File: config.mk
export PLATFORM = sky130hd
export DESIGN_NAME = data_memory_responder
export DESIGN_NICKNAME = d
export VERILOG_FILES = /design/src/rtl/data_memory_responder.sv
export SDC_FILE = /design/constraint.sdc
export NUM_CORES = 1
export LEC_CHECK = 0
export CAP_MARGIN = 20
export CORE_MARGIN = 1.5
export CORE_UTILIZATION = 40
export CTS_CLUSTER_DIAMETER = 150
export CTS_CLUSTER_SIZE = 25
export DETAILED_ROUTE_END_ITERATION = 10
export GPL_TIMING_DRIVEN = 0
export PLACE_DENSITY_LB_ADDON = 0.12
export SLEW_MARGIN = 5
export SYNTH_ARGS = -nofsm -noshare
export SYNTH_HDL_FRONTEND = slang
export SYNTH_SLANG_ARGS = --single-unit
File: constraint.sdc
create_clock -name clk -period 3.4 [get_ports clk]
set_input_delay 0.85 -clock clk [delete_from_list [all_inputs] [get_ports clk]]
set_output_delay 0.85 -clock clk [all_outputs]
set_load 0.01 [all_outputs]
File: src/rtl/data_memory_responder.sv
// data_memory_responder: request/acknowledge front end for the processor's data RAM.
// Latency: accept edge N -> ack after edge N+WAIT_STATES+1 (copy N+WAIT_STATES+2); err after edge N.
// Backpressure: busy outside IDLE; requests are sampled in IDLE and on the closing edge of DONE.
// Optional feature: define DMEM_RESP_COPY_EN to build the memory-to-memory copy path.
module data_memory_responder #(
    parameter int ADDR_W      = 7,
    parameter int DATA_W      = 8,
    parameter int DEPTH       = 128,
    parameter int WAIT_STATES = 1
) (
    input  logic              clk,
    input  logic              rst,
    input  logic              rd_req,
    input  logic              wr_req,
    input  logic [ADDR_W-1:0] addr,
    input  logic [DATA_W-1:0] wdata,
    input  logic              copy_req,
    input  logic [ADDR_W-1:0] copy_src,
    input  logic [ADDR_W-1:0] copy_dst,
    output logic [DATA_W-1:0] rdata,
    output logic              ack,
    output logic              err,
    output logic              busy
);

    typedef enum logic [2:0] {
        S_IDLE,
        S_WAIT,
        S_ACCESS,
        S_CP_RD,
        S_CP_WR,
        S_DONE
    } state_t;

    // One past the last implemented line, widened so DEPTH == 2**ADDR_W is representable.
    localparam logic [ADDR_W:0] DEPTH_L   = DEPTH[ADDR_W:0];
    // Counter value on the final wait cycle; unused when WAIT_STATES is 0.
    localparam logic [3:0]      WAIT_LAST = 4'(WAIT_STATES - 1);

    state_t            state;
    state_t            nextState;
    state_t            firstState;
    logic [3:0]        waitCnt;

    logic [DATA_W-1:0] mem [DEPTH];

    // Request captured at acceptance.
    logic [ADDR_W-1:0] addrQ;
    logic [DATA_W-1:0] wdataQ;
    logic              opWrite;

    // Request decode.
    logic [1:0]        reqCount;
    logic              anyReq;
    logic              multiReq;
    logic              addrBad;
    logic              copyBad;
    logic              reqBad;

    // FSM outputs.
    logic              acceptReq;
    logic              ackNext;
    logic              errNext;
    logic              memWe;
    logic [ADDR_W-1:0] memWaddr;
    logic [DATA_W-1:0] memWdata;
    logic              rdataLoad;
    logic [DATA_W-1:0] rdataNext;

`ifdef DMEM_RESP_COPY_EN
    logic              opCopy;
    logic [ADDR_W-1:0] srcQ;
    logic [ADDR_W-1:0] dstQ;
    logic [DATA_W-1:0] tmpQ;
    logic              tmpLoad;
    logic              srcBad;
    logic              dstBad;

    assign srcBad  = ({1'b0, copy_src} >= DEPTH_L);
    assign dstBad  = ({1'b0, copy_dst} >= DEPTH_L);
    assign copyBad = copy_req && (srcBad || dstBad);
`else
    // Copy ports stay on the boundary but a copy request is always refused.
    logic              unusedCopyPorts;

    assign unusedCopyPorts = ^{copy_src, copy_dst};
    assign copyBad         = copy_req;
`endif

    assign reqCount = {1'b0, rd_req} + {1'b0, wr_req} + {1'b0, copy_req};
    assign anyReq   = rd_req || wr_req || copy_req;
    assign multiReq = (reqCount > 2'd1);
    assign addrBad  = (rd_req || wr_req) && ({1'b0, addr} >= DEPTH_L);
    assign reqBad   = multiReq || addrBad || copyBad;
    assign busy     = (state != S_IDLE);

    // Where an accepted request goes first: straight to its access when there are no wait states.
    always_comb begin
        firstState = S_WAIT;
        if (WAIT_STATES == 0) begin
`ifdef DMEM_RESP_COPY_EN
            firstState = copy_req ? S_CP_RD : S_ACCESS;
`else
            firstState = S_ACCESS;
`endif
        end
    end

    // Next-state and per-state control strobes.
    always_comb begin
        nextState = state;
        acceptReq = 1'b0;
        ackNext   = 1'b0;
        errNext   = 1'b0;
        memWe     = 1'b0;
        memWaddr  = addrQ;
        memWdata  = wdataQ;
        rdataLoad = 1'b0;
        rdataNext = rdata;
`ifdef DMEM_RESP_COPY_EN
        tmpLoad   = 1'b0;
`endif
        case (state)
            // DONE's closing edge samples requests like IDLE, so a held request
            // is served again without an extra idle cycle.
            S_IDLE, S_DONE: begin
                nextState = S_IDLE;
                if (anyReq) begin
                    if (reqBad) begin
                        errNext   = 1'b1;
                        nextState = S_DONE;
                    end else begin
                        acceptReq = 1'b1;
                        nextState = firstState;
                    end
                end
            end
            S_WAIT: begin
                if (waitCnt == WAIT_LAST) begin
`ifdef DMEM_RESP_COPY_EN
                    nextState = opCopy ? S_CP_RD : S_ACCESS;
`else
                    nextState = S_ACCESS;
`endif
                end
            end
            S_ACCESS: begin
                ackNext   = 1'b1;
                nextState = S_DONE;
                if (opWrite) begin
                    memWe = 1'b1;
                end else begin
                    rdataLoad = 1'b1;
                    rdataNext = mem[addrQ];
                end
            end
`ifdef DMEM_RESP_COPY_EN
            S_CP_RD: begin
                tmpLoad   = 1'b1;
                nextState = S_CP_WR;
            end
            S_CP_WR: begin
                memWe     = 1'b1;
                memWaddr  = dstQ;
                memWdata  = tmpQ;
                rdataLoad = 1'b1;
                rdataNext = tmpQ;
                ackNext   = 1'b1;
                nextState = S_DONE;
            end
`endif
            default: nextState = S_IDLE;
        endcase
    end

    // State register; reset abandons any operation in flight.
    always_ff @(posedge clk) begin
        if (rst) begin
            state <= S_IDLE;
        end else begin
            state <= nextState;
        end
    end

    // Response pulses, read-data holding register and wait counter.
    always_ff @(posedge clk) begin
        if (rst) begin
            ack     <= 1'b0;
            err     <= 1'b0;
            rdata   <= '0;
            waitCnt <= '0;
        end else begin
            ack <= ackNext;
            err <= errNext;
            if (rdataLoad) begin
                rdata <= rdataNext;
            end
            if (state == S_WAIT) begin
                waitCnt <= waitCnt + 4'd1;
            end else begin
                waitCnt <= '0;
            end
        end
    end

    // Capture the request operands on acceptance; they are only meaningful while busy.
    always_ff @(posedge clk) begin
        if (acceptReq) begin
            addrQ   <= addr;
            wdataQ  <= wdata;
            opWrite <= wr_req;
`ifdef DMEM_RESP_COPY_EN
            opCopy  <= copy_req;
            srcQ    <= copy_src;
            dstQ    <= copy_dst;
`endif
        end
    end

`ifdef DMEM_RESP_COPY_EN
    // Copy staging register: holds the source line between the two copy steps.
    always_ff @(posedge clk) begin
        if (tmpLoad) begin
            tmpQ <= mem[srcQ];
        end
    end
`endif

    // RAM write port; never written while reset is asserted and never cleared by reset.
    always_ff @(posedge clk) begin
        if (memWe && !rst) begin
            mem[memWaddr] <= memWdata;
        end
    end

endmodule
==> reports/metrics.cfg, run 1 <==
[finish]
synthToLayoutAreaGrowth_pct=12.52
register_area_um2=31570
finalInstanceArea_um2=46280
area_of_the_multi_input_gates_um2=9000
fin_nets=2538
antenna_cells=0
post_route_cells_drive_above_1_share_pct=12.57
num-fill-cells=8789

[synth]
synth_top_area_share_pct=75.93
postSynthAreaPerCell_um2=17.41
post_synth_num_cell_types=35
ys_seq_elements=1057
synth-seq-area-share_pct=76.76
post_synth_instance_area_um2=41130
synth-warning-count=0
yosysTopAreaCell=sky130_fd_sc_hd__edfxtp_1
netlist_top_cells_area=sky130_fd_sc_hd__edfxtp_1, sky130_fd_sc_hd__mux2i_1, sky130_fd_sc_hd__o22ai_1
postSynthCellCount=2362
synthesized_net_count=2399

[global_route]
grt-ovfl-total=0
grt_pass1_wl_um=158600
grt_antenna_before_repair=0
maximum_number_of_pins_on_one_net_before_global_route_repair=29
gr-usage-all-layers_pct=21.53
first_global_vias=21903

[timing]
report.final.setup_viol=40
finalCritPeriodShare_pct=101.9
rsz_0062_raised_after_global_routing=true
postLayoutSetupSlackWorst_ns=-0.06543
maxSlewHeadroom_pct=40.47
final_number_of_max_transition_violations=0
tightest_slew_ns=0.8863
summed_negative_setup_slack_over_all_endpoints_ns=-1.513
max_freq_mhz=288.6
min_tclk_post_route_ns=3.465
clock_skew_ns=0.03410
timing.final.hold_violations=0

[setup_path]
cp_cell_sequence=and2_1 > clkbuf_1 > clkbuf_1 > nand3_1 > nor2_1
cp.arrival_ns=3.74
path_common_cell=sky130_fd_sc_hd__clkbuf_1
criticalPathCategory=register to register
crit_path_max_incr_delay_ns=0.84
cp-start-kind=register
required_ns=3.67
cp_slowest_cell=sky130_fd_sc_hd__nor2_1
timing.critical_path.fanout_max=10
endpoint_kind=register

[route]
drt_first_iter_violations=2338
drc=0
drt-wirelength-per-cell_um=29.11
dr_total_vias=21959
postRouteWirelength_um=113200
drt-pass1-iter-count=6
route.detailed.vias_per_inst=5.646
drt.antenna.violating_nets=0

[place]
hpwl_um=82950
pre_cts_slack_ns=-0.8964
routability_cong=0.8859
dpl-instance-area_um2=44650
buffer_ports.inserted=30

[floorplanning]
die_area_um2=104800
pin_count=45
core.rowCount=117
die_width_um=323.7
die-height_um=323.7
fp.coreArea_um2=101900
effective_utilization_at_floorplan_pct=40.37

[clock_tree]
cts_sinks=1057
number_of_hold_buffers_added_after_cts=0
clk_root_buffer_cell=sky130_fd_sc_hd__clkbuf_16
post_cts_setup_repair_bufs=0
htree_num_levels=2
clk_transition_reported_paths_ns=0.10
tritoncts=done
worstSkewPairLatency_ns=0.65
cts_inserted_buffers=48
max-clock-path-buffers=3

[power_and_ir_drop]
power_frac_seq_pct=58.0
pwr_density_cell_nw_per_um2=553.2
power_report.internal_total_w=0.01891
power.switching_w=0.006692
total_leakage_power_nw=15.14
combinationalPowerShare_pct=16.3
p_clk_share_pct=25.7
power_switching_share_pct=26.14
peakVddDrop_uv=393.3

[run]
maxCapViolations=0

[hold_path]
hold_path.class=register to register

[outcome]
status=finished, violations left
failing_checks=setup timing

-- metrics by stage --
stage | instances | hold WS, ns | total power, W | util [%]
after floorplan | 2362 | 0.4300 | 0.01723 | -
after global placement | 3760 | 0.4450 | 0.01883 | 42.35
after CTS | 3889 | 0.5041 | 0.02571 | 45.27
after detailed placement | 3819 | 0.4805 | 0.01928 | 43.82
final | 3889 | 0.5025 | 0.02560 | 45.42
after global routing | 3889 | 0.5295 | 0.02634 | 45.42
-- placed cells by master (no fill, tap or decap), types with 24 or more instances in the layout --
cell type                         instances
sky130_fd_sc_hd__o21ai_1                 24
sky130_fd_sc_hd__clkbuf_16               49
sky130_fd_sc_hd__o21ai_0                105
sky130_fd_sc_hd__o22ai_1                256
sky130_fd_sc_hd__a41oi_1                 32
sky130_fd_sc_hd__buf_16                  49
sky130_fd_sc_hd__clkdlybuf4s50_1         30
sky130_fd_sc_hd__buf_4                   38
sky130_fd_sc_hd__buf_2                   52
sky130_fd_sc_hd__nor2_1                  63
sky130_fd_sc_hd__clkbuf_1                48
sky130_fd_sc_hd__edfxtp_1              1040
sky130_fd_sc_hd__mux2i_1                512
sky130_fd_sc_hd__nor2_2                  76
-- cell type report --
type / count / share of cell area (%)
Inverter: 3 / 0.02433
Clock inverter: 1 / 0.04326
Sequential cell: 1057 / 68.22
Multi-Input combinational cell: 1159 / 19.45
Timing Repair Buffer: 89 / 3.880
Tap cell: 1368 / 3.699
Clock buffer: 69 / 2.812
Buffer: 143 / 1.874
-- synth_stat cells (all sizes together) --
cell type / n
o22a: 1
nor3: 3
nand2: 23
a21oi: 3
and2: 1
mux2i: 512
o21bai: 1
or2: 2
buf: 111
o21ai: 129
nor4: 9
or3b: 1
and3: 1
nor2: 150
edfxtp: 1040
clkbuf: 32
a211oi: 8
a41oi: 32
o22ai: 256
nand3: 7
ha: 3
inv: 3
nand2b: 5
xor2: 2
nor2b: 6
xnor2: 1
dfxtp: 17
a211o: 1
or3: 2
-- critical path: cells and delay by family (launching register included) --
kind | cells | cell delay (ns)
simple gates | 3 | 1.56
buf+inv | 2 | 1.09
flops | 1 | 0.43
-- what timing repair did --
item,4_1_cts,5_1_grt
cloned,0,0
endpoints found under the hold margin,0,0
setup endpoints to repair,579,594
gates resized for setup,62,69
pin swaps,0,0
-- power by group through the flow --
stage | Combinational (W) | Clock [W] | Sequential, W
after floorplan | 0.00187 | 0 | 0.0154
after global placement | 0.00298 | 0 | 0.0159
after detailed placement | 0.00415 | 0 | 0.0151
after CTS | 0.00418 | 0.00670 | 0.0148
after global routing | 0.00438 | 0.00711 | 0.0149
final | 0.00419 | 0.00658 | 0.0148
-- routing by layer --
metal	share of wire [%]	global-route usage [%]
met3	5.2	2.385
met2	49	36.64
met5	0	0
met4	2.6	5.691
met1	43	29.43
-- registers in the layout (all words and copies together), names as in the netlist --
register,flops
addrQ,7
rdata,8
state,3
ack,1
mem,1024
err,1
waitCnt,4
memWdata,8
opWrite,1
-- path summary, 6_finish.rpt --
check | startpoint | to | slack, ns | depth (start not counted)
worst max-delay path | addrQ[3] | mem[122][0] | -0.07 | 5
worst max register to register | addrQ[3] | mem[122][0] | -0.07 | 5
worst min register to register | waitCnt[0] | waitCnt[0] | 0.50 | 1
worst min-delay path | waitCnt[0] | waitCnt[0] | 0.50 | 1
-- kinds of logic (layout without fill, tap and decap cells) --
logic type      after synthesis  count (layout)  share of synthesized area (%)
flops                      1057            1057                          76.76
mux                         512             512                          12.46
compound gates              431             431                          6.389
simple gates                210             210                          2.130
buf+inv                     146             305                          2.105
fa+ha+maj                     3               3                        0.09128
xor+xnor                      3               3                        0.06390
Power figures use the tool's default switching activity.
==> run 2: changes to the inputs <==
- SKIP_LAST_GASP: default -> 1
==> run 2 against run 1 <==
Compared with the run above: the run still ends with setup timing left; fmax down 0.20%; clock power about the same; via count shrank 0.45%; largest cell class unchanged; highest routed layer unchanged.
==> reports/metrics.cfg, run 2 (same netlist as run 1, synthesis figures left out) <==
[outcome]
status=finished, violations left
failing_checks=setup timing

[place]
routability_cong=0.8859
dp.cells=3819
dpl-instance-area_um2=44650
buffer_ports.inserted=30
hpwl_um=82950

[power_and_ir_drop]
power_frac_seq_pct=58.0
combinationalPowerShare_pct=16.4
peakVddDrop_uv=390.7
total_leakage_power_nw=15.14
pwr_density_cell_nw_per_um2=553.2
p_clk_share_pct=25.7
power_switching_share_pct=26.11
power.switching_w=0.006683
power_report.internal_total_w=0.01891

[clock_tree]
tritoncts=done
cts_inserted_buffers=48
clk_transition_reported_paths_ns=0.10
max-clock-path-buffers=3
number_of_hold_buffers_added_after_cts=0
htree_num_levels=2
clk_root_buffer_cell=sky130_fd_sc_hd__clkbuf_16
cts_sinks=1057
worstSkewPairLatency_ns=0.66

[global_route]
grt-ovfl-total=0
maximum_number_of_pins_on_one_net_before_global_route_repair=29
gr-usage-all-layers_pct=21.53
grt_pass1_wl_um=158500
grt_antenna_before_repair=0
first_global_vias=21906

[setup_path]
cp-start-kind=register
cp.buffers_inverters=2
criticalPathCategory=register to register
cp_slowest_cell=sky130_fd_sc_hd__clkbuf_1
path_common_cell=sky130_fd_sc_hd__clkbuf_1
cp_cell_sequence=nor2b_1 > clkbuf_1 > clkbuf_1 > nand2_1 > nor2_1
timing.critical_path.max_delay_family=simple AND/OR/NAND/NOR gates
timing.critical_path.fanout_max=10
crit_path_max_incr_delay_ns=0.80
cp.arrival_ns=3.76
endpoint_kind=register
required_ns=3.69

[finish]
finalInstanceArea_um2=46260
antenna_cells=0
max_flop_register=mem
register_area_um2=31570
num-fill-cells=8780
area_of_the_multi_input_gates_um2=8980
fin_nets=2538
instances_no_fill=3889
most-common-layout-cells=sky130_fd_sc_hd__edfxtp_1, sky130_fd_sc_hd__mux2i_1, sky130_fd_sc_hd__o22ai_1
most_common_cell_after_layout_fill_and_taps_aside=sky130_fd_sc_hd__edfxtp_1
largest_reg_flops=1024
post_route_cells_drive_above_1_share_pct=12.61
synthToLayoutAreaGrowth_pct=12.47

[timing]
postLayoutSetupSlackWorst_ns=-0.07245
clock_skew_ns=0.03948
hold_ws_ns=0.5054
min_tclk_post_route_ns=3.472
timing.final.hold_violations=0
report.final.setup_viol=49
tightest_slew_ns=1.007
rsz_0062_raised_after_global_routing=true
maxSlewHeadroom_pct=32.90
max_freq_mhz=288.0
finalCritPeriodShare_pct=102.1
final_number_of_max_transition_violations=0

[route]
drt-wirelength-per-cell_um=29.11
drc=0
dr_total_vias=21861
postRouteWirelength_um=113200
drt_first_iter_violations=2333
route.detailed.vias_per_inst=5.621
drt-pass1-iter-count=8
drt.antenna.violating_nets=0

[hold_path]
hold_path.class=register to register

[floorplanning]
die_area_um2=104800
die-height_um=323.7
effective_utilization_at_floorplan_pct=40.37
fp.coreArea_um2=101900
core.rowCount=117
die_width_um=323.7
pin_count=45

[run]
maxCapViolations=0

## run 2: worst paths after layout
| check | from | endpoint | slack, ns | depth (start not counted) |
|---|---|---|---|---|
| min | waitCnt[0] | waitCnt[0] | 0.51 | 1 |
| min reg2reg | waitCnt[0] | waitCnt[0] | 0.51 | 1 |
| max reg2reg | addrQ[4] | mem[14][7] | -0.07 | 5 |
| max | addrQ[4] | mem[14][7] | -0.07 | 5 |
## run 2: cell type report
type	instances	share of cell area, %
Timing Repair Buffer	89	3.882
Sequential cell	1057	68.25
Clock buffer	69	2.813
Multi-Input combinational cell	1159	19.41
Clock inverter	1	0.04328
Buffer	143	1.872
Inverter	3	0.02434
Tap cell	1368	3.700
## run 2: power by group through the flow
stage,sequential (W),clock [W],combinational (W)
6_report,0.0148,0.00657,0.00418
5_1_grt,0.0149,0.00711,0.00438
4_1_cts,0.0148,0.00670,0.00417
3_5_place_dp,0.0151,0,0.00415
3_3_place_gp,0.0159,0,0.00298
2_1_floorplan,0.0154,0,0.00187
## run 2: through the flow
stage | worst slack [ns] | util, % | total power [W] | TNS, ns
floorplan | 0.6264 | - | 0.01723 | 0
global placement | -1.698 | 42.35 | 0.01883 | -2065.56
detailed placement | -0.8964 | 43.82 | 0.01928 | -433.29
CTS | -0.2060 | 45.25 | 0.02570 | -15.49
global route | -0.2047 | 45.40 | 0.02634 | -14.58
finish | -0.07245 | 45.40 | 0.02559 | -1.667
## run 2: routing by layer
metal / up-vias / routed length, um / global-route usage [%]
li1: 9686 / - / -
met4: 0 / 2969 / 5.535
met1: 11418 / 48410 / 29.48
met5: - / 0 / 0
met2: 640 / 55590 / 36.71
met3: 117 / 6236 / 2.298
## run 2: timing repair
action | CTS | global route
endpoints found under the setup margin | 579 | 650
setup buffers | 0 | 0
gates resized for setup | 53 | 72
